### src/rtl/small_fifo_pkg.sv
// Shared constants and types for the depth-1/depth-2 small FIFO.
package small_fifo_pkg;
  localparam int SMALL_FIFO_DEPTH_MIN = 1;
  localparam int SMALL_FIFO_DEPTH_MAX = 2;

  typedef logic [1:0] cnt_t;
endpackage

### src/rtl/small_fifo_if.sv
// Enqueue/dequeue handshake bundle for small_fifo.
interface small_fifo_if #(parameter int width = 8);
  logic [width-1:0] D_IN;
  logic             ENQ;
  logic             DEQ;
  logic             CLR;
  logic [width-1:0] D_OUT;
  logic             FULL_N;
  logic             EMPTY_N;

  modport master (output D_IN, ENQ, DEQ, CLR, input D_OUT, FULL_N, EMPTY_N);
  modport slave  (input D_IN, ENQ, DEQ, CLR, output D_OUT, FULL_N, EMPTY_N);
endinterface

### src/rtl/small_fifo_ctrl.sv
// Occupancy count, registered flags and data-register load enables.
module small_fifo_ctrl
  import small_fifo_pkg::*;
#(
  parameter int DEPTH = 2
) (
  input  logic clk,
  input  logic rst,
  input  logic clr,
  input  logic enq,
  input  logic deq,
  output logic full_n,
  output logic empty_n,
  output logic ld_head,
  output logic shift,
  output logic ld_tail
);
  localparam cnt_t DEPTH_C = cnt_t'(DEPTH);

  cnt_t cnt, cnt_nxt;
  logic enq_ok, deq_ok;

  // Gating on the registered flags makes DEPTH=1 enq/deq mutually exclusive.
  assign enq_ok = enq & full_n;
  assign deq_ok = deq & empty_n;

  always_comb begin
    cnt_nxt = cnt;
    if (enq_ok && !deq_ok)      cnt_nxt = cnt + 2'd1;
    else if (deq_ok && !enq_ok) cnt_nxt = cnt - 2'd1;
  end

  assign ld_head = enq_ok && ((cnt == 2'd0) || deq_ok);
  assign shift   = deq_ok && (cnt == 2'd2);
  assign ld_tail = (DEPTH == 2) && enq_ok && !deq_ok && (cnt == 2'd1);

  always_ff @(posedge clk) begin
    if (rst || clr) begin
      cnt     <= '0;
      full_n  <= 1'b1;
      empty_n <= 1'b0;
    end else begin
      cnt     <= cnt_nxt;
      full_n  <= (cnt_nxt != DEPTH_C);
      empty_n <= (cnt_nxt != 2'd0);
    end
  end
endmodule

### src/rtl/small_fifo.sv
// Depth-1/2 synchronous FIFO with registered head and flags, no bypass.
// Define SMALL_FIFO_ERROR_CHECK_EN for simulation-only misuse messages.
module small_fifo
  import small_fifo_pkg::*;
#(
  parameter int width = 8,
  parameter int DEPTH = 2
) (
  input  logic         CLK,
  input  logic         RST,
  small_fifo_if.slave  bus
);
  if (DEPTH < SMALL_FIFO_DEPTH_MIN || DEPTH > SMALL_FIFO_DEPTH_MAX) begin : g_bad_depth
    $error("small_fifo: DEPTH must be 1 or 2");
  end

  logic [width-1:0] data0, data1;
  logic ld_head, shift, ld_tail;

  small_fifo_ctrl #(.DEPTH(DEPTH)) u_ctrl (
    .clk     (CLK),
    .rst     (RST),
    .clr     (bus.CLR),
    .enq     (bus.ENQ),
    .deq     (bus.DEQ),
    .full_n  (bus.FULL_N),
    .empty_n (bus.EMPTY_N),
    .ld_head (ld_head),
    .shift   (shift),
    .ld_tail (ld_tail)
  );

  // data1 only ever loads when DEPTH=2; for DEPTH=1 it stays at zero.
  always_ff @(posedge CLK) begin
    if (RST || bus.CLR) begin
      data0 <= '0;
      data1 <= '0;
    end else begin
      if (ld_head)    data0 <= bus.D_IN;
      else if (shift) data0 <= data1;
      if (ld_tail)    data1 <= bus.D_IN;
    end
  end

  assign bus.D_OUT = data0;

`ifdef SMALL_FIFO_ERROR_CHECK_EN
  always @(posedge CLK) begin
    if (!RST && !bus.CLR) begin
      if (bus.ENQ && !bus.FULL_N && !(bus.DEQ && bus.EMPTY_N))
        $display("%m @%0t: small_fifo error: ENQ while full", $time);
      if (bus.DEQ && !bus.EMPTY_N)
        $display("%m @%0t: small_fifo error: DEQ while empty", $time);
    end
  end
`endif
endmodule

### src/flat_wrapper.sv
// flat-port wrapper written by rule: the top's interface ports become plain ports
module small_fifo_flat import small_fifo_pkg::*;
#(
  parameter int width = 8,
  parameter int DEPTH = 2
)
  (CLK, RST, bus_D_IN, bus_ENQ, bus_DEQ, bus_CLR, bus_D_OUT, bus_FULL_N, bus_EMPTY_N);
  small_fifo_if #(.width(width)) bus_i ();
  input  logic CLK;
  input  logic RST;
  input wire logic [$bits(bus_i.D_IN)-1:0] bus_D_IN;
  input wire logic [$bits(bus_i.ENQ)-1:0] bus_ENQ;
  input wire logic [$bits(bus_i.DEQ)-1:0] bus_DEQ;
  input wire logic [$bits(bus_i.CLR)-1:0] bus_CLR;
  output wire logic [$bits(bus_i.D_OUT)-1:0] bus_D_OUT;
  output wire logic [$bits(bus_i.FULL_N)-1:0] bus_FULL_N;
  output wire logic [$bits(bus_i.EMPTY_N)-1:0] bus_EMPTY_N;
  assign bus_i.D_IN = bus_D_IN;
  assign bus_i.ENQ = bus_ENQ;
  assign bus_i.DEQ = bus_DEQ;
  assign bus_i.CLR = bus_CLR;
  assign bus_D_OUT = bus_i.D_OUT;
  assign bus_FULL_N = bus_i.FULL_N;
  assign bus_EMPTY_N = bus_i.EMPTY_N;
  small_fifo #(.width(width), .DEPTH(DEPTH)) u_core (.CLK(CLK), .RST(RST), .bus(bus_i));
endmodule
### config.mk
export PLATFORM = sky130hd
export DESIGN_NAME = small_fifo_flat
export DESIGN_NICKNAME = d
export VERILOG_FILES = /design/src/rtl/small_fifo_pkg.sv /design/src/rtl/small_fifo_if.sv /design/src/rtl/small_fifo_ctrl.sv /design/src/rtl/small_fifo.sv /design/src/flat_wrapper.sv
export SDC_FILE = /design/constraint.sdc
export NUM_CORES = 1
export LEC_CHECK = 0
export BUFFER_PORTS_ARGS = -buffer_cell sky130_fd_sc_hd__buf_2
export CORE_MARGIN = 10
export CORE_UTILIZATION = 48
export CTS_BUF_LIST = sky130_fd_sc_hd__clkbuf_4
export CTS_CLUSTER_DIAMETER = 50
export DETAILED_ROUTE_END_ITERATION = 7
export MAX_ROUTING_LAYER = met4
export PLACE_DENSITY = 0.76
export SYNTH_ARGS = -nofsm -noshare
export SYNTH_HDL_FRONTEND = slang
export SYNTH_SLANG_ARGS = --single-unit
export TNS_END_PERCENT = 20
### constraint.sdc
create_clock -name CLK -period 1.2 [get_ports CLK]
set_input_delay 0.24 -clock CLK [delete_from_list [all_inputs] [get_ports CLK]]
set_output_delay 0.24 -clock CLK [all_outputs]
set_load 0.05 [all_outputs]
==> flow_metrics.py <==
metrics = {
    "outcome": {
        "status": "complete, but fails checks",
        "violations": "setup timing",
    },
    "timing": {
        "grt_setup_unrepaired": "true",
        "max_freq_ghz": 0.798,
        "worst_pin_slew_ns": 0.321,
        "setup_violations": 9,
        "hold_viol": 0,
        "worst_slack_ns": -0.0539,
        "period_share": 1.04,
        "min_period_ns": 1.25,
        "slew_viol_final": 0,
        "clock_skew_ns": 0.0202,
        "slew_headroom": 0.785,
    },
    "route": {
        "first_iter_violations": 31,
        "viasPerCell": 5.34,
        "vias": 881,
        "wl_per_cell_um": 14.6,
        "top_layer_used": "met4",
        "dr_wl_met3_um": 127,
        "wl_met2_um": 1260,
        "dr.pass1.iters": 4,
        "drc": 0,
        "antenna_left": 0,
        "wl_um": 2420,
        "wl_met1_um": 973,
    },
    "critical_path": {
        "crit_start": "u_core.u_ctrl.cnt[0]",
        "crit_type": "reg2reg",
        "crit_arrival_ns": 1.51,
        "rr_endpoint": "u_core.bus.D_OUT[2]",
        "worstPathCellList": "inv_4 > ha_4 > o21ai_4 > buf_12 > o21ai_0 > a31oi_1",
        "cp-end-kind": "flop",
        "r2r_slack_ns": -0.05,
        "crit_buf_inv": 2,
        "cp_num_cells": 6,
        "rr_startpoint": "u_core.u_ctrl.cnt[0]",
        "crit_fanout": 7,
        "slowest_delay_ns": 0.41,
        "critPathTopFamily": "compound AO/OA/AOI/OAI gates",
        "cp.required_ns": 1.46,
        "crit_slowest_cell": "dfxtp_4",
        "crit_end": "u_core.bus.D_OUT[2]",
        "worstSetupStartpointType": "flop",
        "ff2ff_path_depth": 6,
    },
    "power_and_ir_drop": {
        "finalPower_mw": 1.60,
        "p_per_area_nw_per_um2": 1230,
        "switching_share": 0.264,
        "p_leak_nw": 0.506,
        "clkPwrFrac": 0.348,
        "p_int_mw": 1.18,
        "combPwrFrac": 0.212,
        "p_seq_frac": 0.440,
        "switching_power_uw": 421,
        "ir_drop_mv": 0.730,
    },
    "yosys": {
        "synthCells": 105,
        "synthesis.area_um2": 922,
        "avgSynthCellArea_um2": 8.78,
        "synth_cell_type_count": 24,
        "synth_top_area_frac": 0.434,
        "syn-num-nets": 121,
        "netlist_top_cells_area": "dfxtp_1 (43%), nand2_1 (9.0%), mux2i_1 (8.7%), a31oi_1 (6.8%), o21ai_0 (5.4%)",
        "ys_warn_count": 0,
        "ys_seq_area_frac": 0.434,
        "ys_ff_latch": 20,
        "synth_top_cell_by_area": "dfxtp_1",
    },
    "cells_and_area": {
        "area_growth_pct": 41.0,
        "drive_gt1_frac": 0.414,
        "finalInstanceArea_um2": 1300,
        "fin_nets": 157,
        "antennaDiodeCount": 0,
        "fin_util": 0.729,
    },
    "clock_network": {
        "cts_hold_buf": 0,
        "clk_pin_slew_worst_paths_ns": 0.13,
        "cts_buffers": 3,
        "clk_path_buf_depth": 2,
        "cts-root-buf": "clkbuf_4",
        "insertion_delay_ns": 0.32,
        "cts_sinks": 20,
        "htreeDepth": 1,
        "cts_tree": "built",
    },
    "global_routing": {
        "grt_pass1_vias": 958,
        "overflow": 0,
        "grt_usage": 0.127,
        "grt_pass1_wl_um": 4220,
        "grt_antenna_before_repair": 0,
        "grt_max_degree": 13,
    },
    "job": {
        "maxCapViolCount": 0,
    },
    "floorplanning": {
        "fp.dieArea_um2": 4070,
        "initial_core_util": 0.517,
        "fp-row-count": 15,
        "die_w_um": 63.8,
        "io_pins": 23,
        "die_h_um": 63.8,
        "coreArea_um2": 1780,
    },
    "placement": {
        "io_buffers": 22,
        "hpwl_um": 1600,
        "dpl_cell_area_um2": 1100,
        "routabilityCongestion": 0.744,
    },
    "hold_path": {
        "hold_path_class": "in2reg",
    },
}
per-stage QoR:
step / hold WS (ns) / std cells / TNS, ns / setup slack (ns)
floorplan: 0.387 / 105 / -0.540 / -0.0553
global route: 0.182 / 165 / -1.09 / -0.108
detailed placement: 0.464 / 155 / -0.548 / -0.0587
global placement: 0.453 / 155 / -0.0205 / -0.00808
finish: 0.171 / 165 / -0.315 / -0.0539
CTS: 0.173 / 165 / -0.169 / -0.0347
layout make-up:
cell class,count,area (um^2)
Clock buffer,3,22.5
Clock inverter,1,30.0
Fill cell,131,483
Inverter,2,12.5
Multi-Input combinational cell,78,514
Sequential cell,20,413
Tap cell,25,31.3
Timing Repair Buffer,36,277
cells in the mapped netlist (all sizes together):
master	count
mux2i	8
o31ai	1
maj3	1
ha	3
inv	2
clkbuf	1
nor4	1
or2	1
and3	2
a21oi	1
nand3	2
buf	4
and2	2
a31oi	10
xnor2	2
nor2	10
dfxtp	20
o21ai	12
nand2	22
layout by cell type, fill, tap and decap left out:
cell and instances:
a21oi_1 1, a31oi_1 10, and2_4 2, and3_4 2, buf_12 2, buf_16 1, buf_2 17, buf_4 10
buf_6 1, bufinv_16 1, clkbuf_4 8, dfxtp_1 16, dfxtp_2 1, dfxtp_4 3, ha_1 1, ha_4 2
inv_4 2, maj3_1 1, mux2i_1 8, nand2_1 22, nand3_1 2, nor2_1 10, nor4_1 1, o21ai_0 6
o21ai_1 1, o21ai_2 4, o21ai_4 1, o31ai_1 1, or2_2 1, xnor2_1 2
flip-flops by register name, summed over array words and instances, names as in the netlist:
signal and count:
u_core.bus.D_OUT 8, u_core.data1 8, u_core.u_ctrl.cnt 2, u_core.u_ctrl.empty_n 1, u_core.u_ctrl.full_n 1
power groups by stage:
stage | Combinational [mW] | Sequential, mW | Clock [mW]
2_1_floorplan | 0.120 | 0.774 | 0
3_3_place_gp | 0.255 | 0.713 | 0
3_5_place_dp | 0.262 | 0.714 | 0
4_1_cts | 0.326 | 0.701 | 0.563
5_1_grt | 0.363 | 0.706 | 0.589
6_report | 0.338 | 0.703 | 0.556
worst min-delay path by stage:
stage | cells past startpoint | to | slack (ns) | start
2_1_floorplan | 2 | u_core.data1[0] | 0.39 | bus_D_IN[0]
3_3_place_gp | 2 | u_core.bus.D_OUT[2] | 0.45 | u_core.data1[2]
3_5_place_dp | 2 | u_core.bus.D_OUT[2] | 0.46 | u_core.bus.D_OUT[2]
4_1_cts | 3 | u_core.data1[3] | 0.17 | bus_D_IN[3]
5_1_grt | 3 | u_core.data1[0] | 0.18 | bus_D_IN[0]
6_report | 3 | u_core.data1[0] | 0.17 | bus_D_IN[0]
timing repair:
| action | 4_1_cts | 5_1_grt |
|---|---|---|
| pin swaps | 5 | 2 |
| cloned | 1 | 0 |
| gates resized for setup | 18 | 9 |
| buffers inserted | 5 | 0 |
| endpoints found under the setup margin | 17 | 22 |
tightest hold or removal path, cell delays in order:
cell     delay, ns
buf_2         0.09
mux2i_1       0.06
nor2_1        0.07
metal layers:
layer	global-route usage	vias up
li1	-	435
met1	0.123	417
met2	0.230	23
met3	0.0348	6
met4	0.0546	0
met5	-	-
cell families after synthesis:
kind of cell,Yosys count,share of synthesized area
XOR/XNOR,2,0.0190
buffers and inverters,7,0.0570
adder cells (fa/ha/maj),4,0.0516
multiplexers,8,0.0868
AO/OA/AOI/OAI,24,0.159
flip-flops,20,0.434
AND/OR/NAND/NOR,40,0.193
No activity file was read; power rests on OpenSTA's default activity.
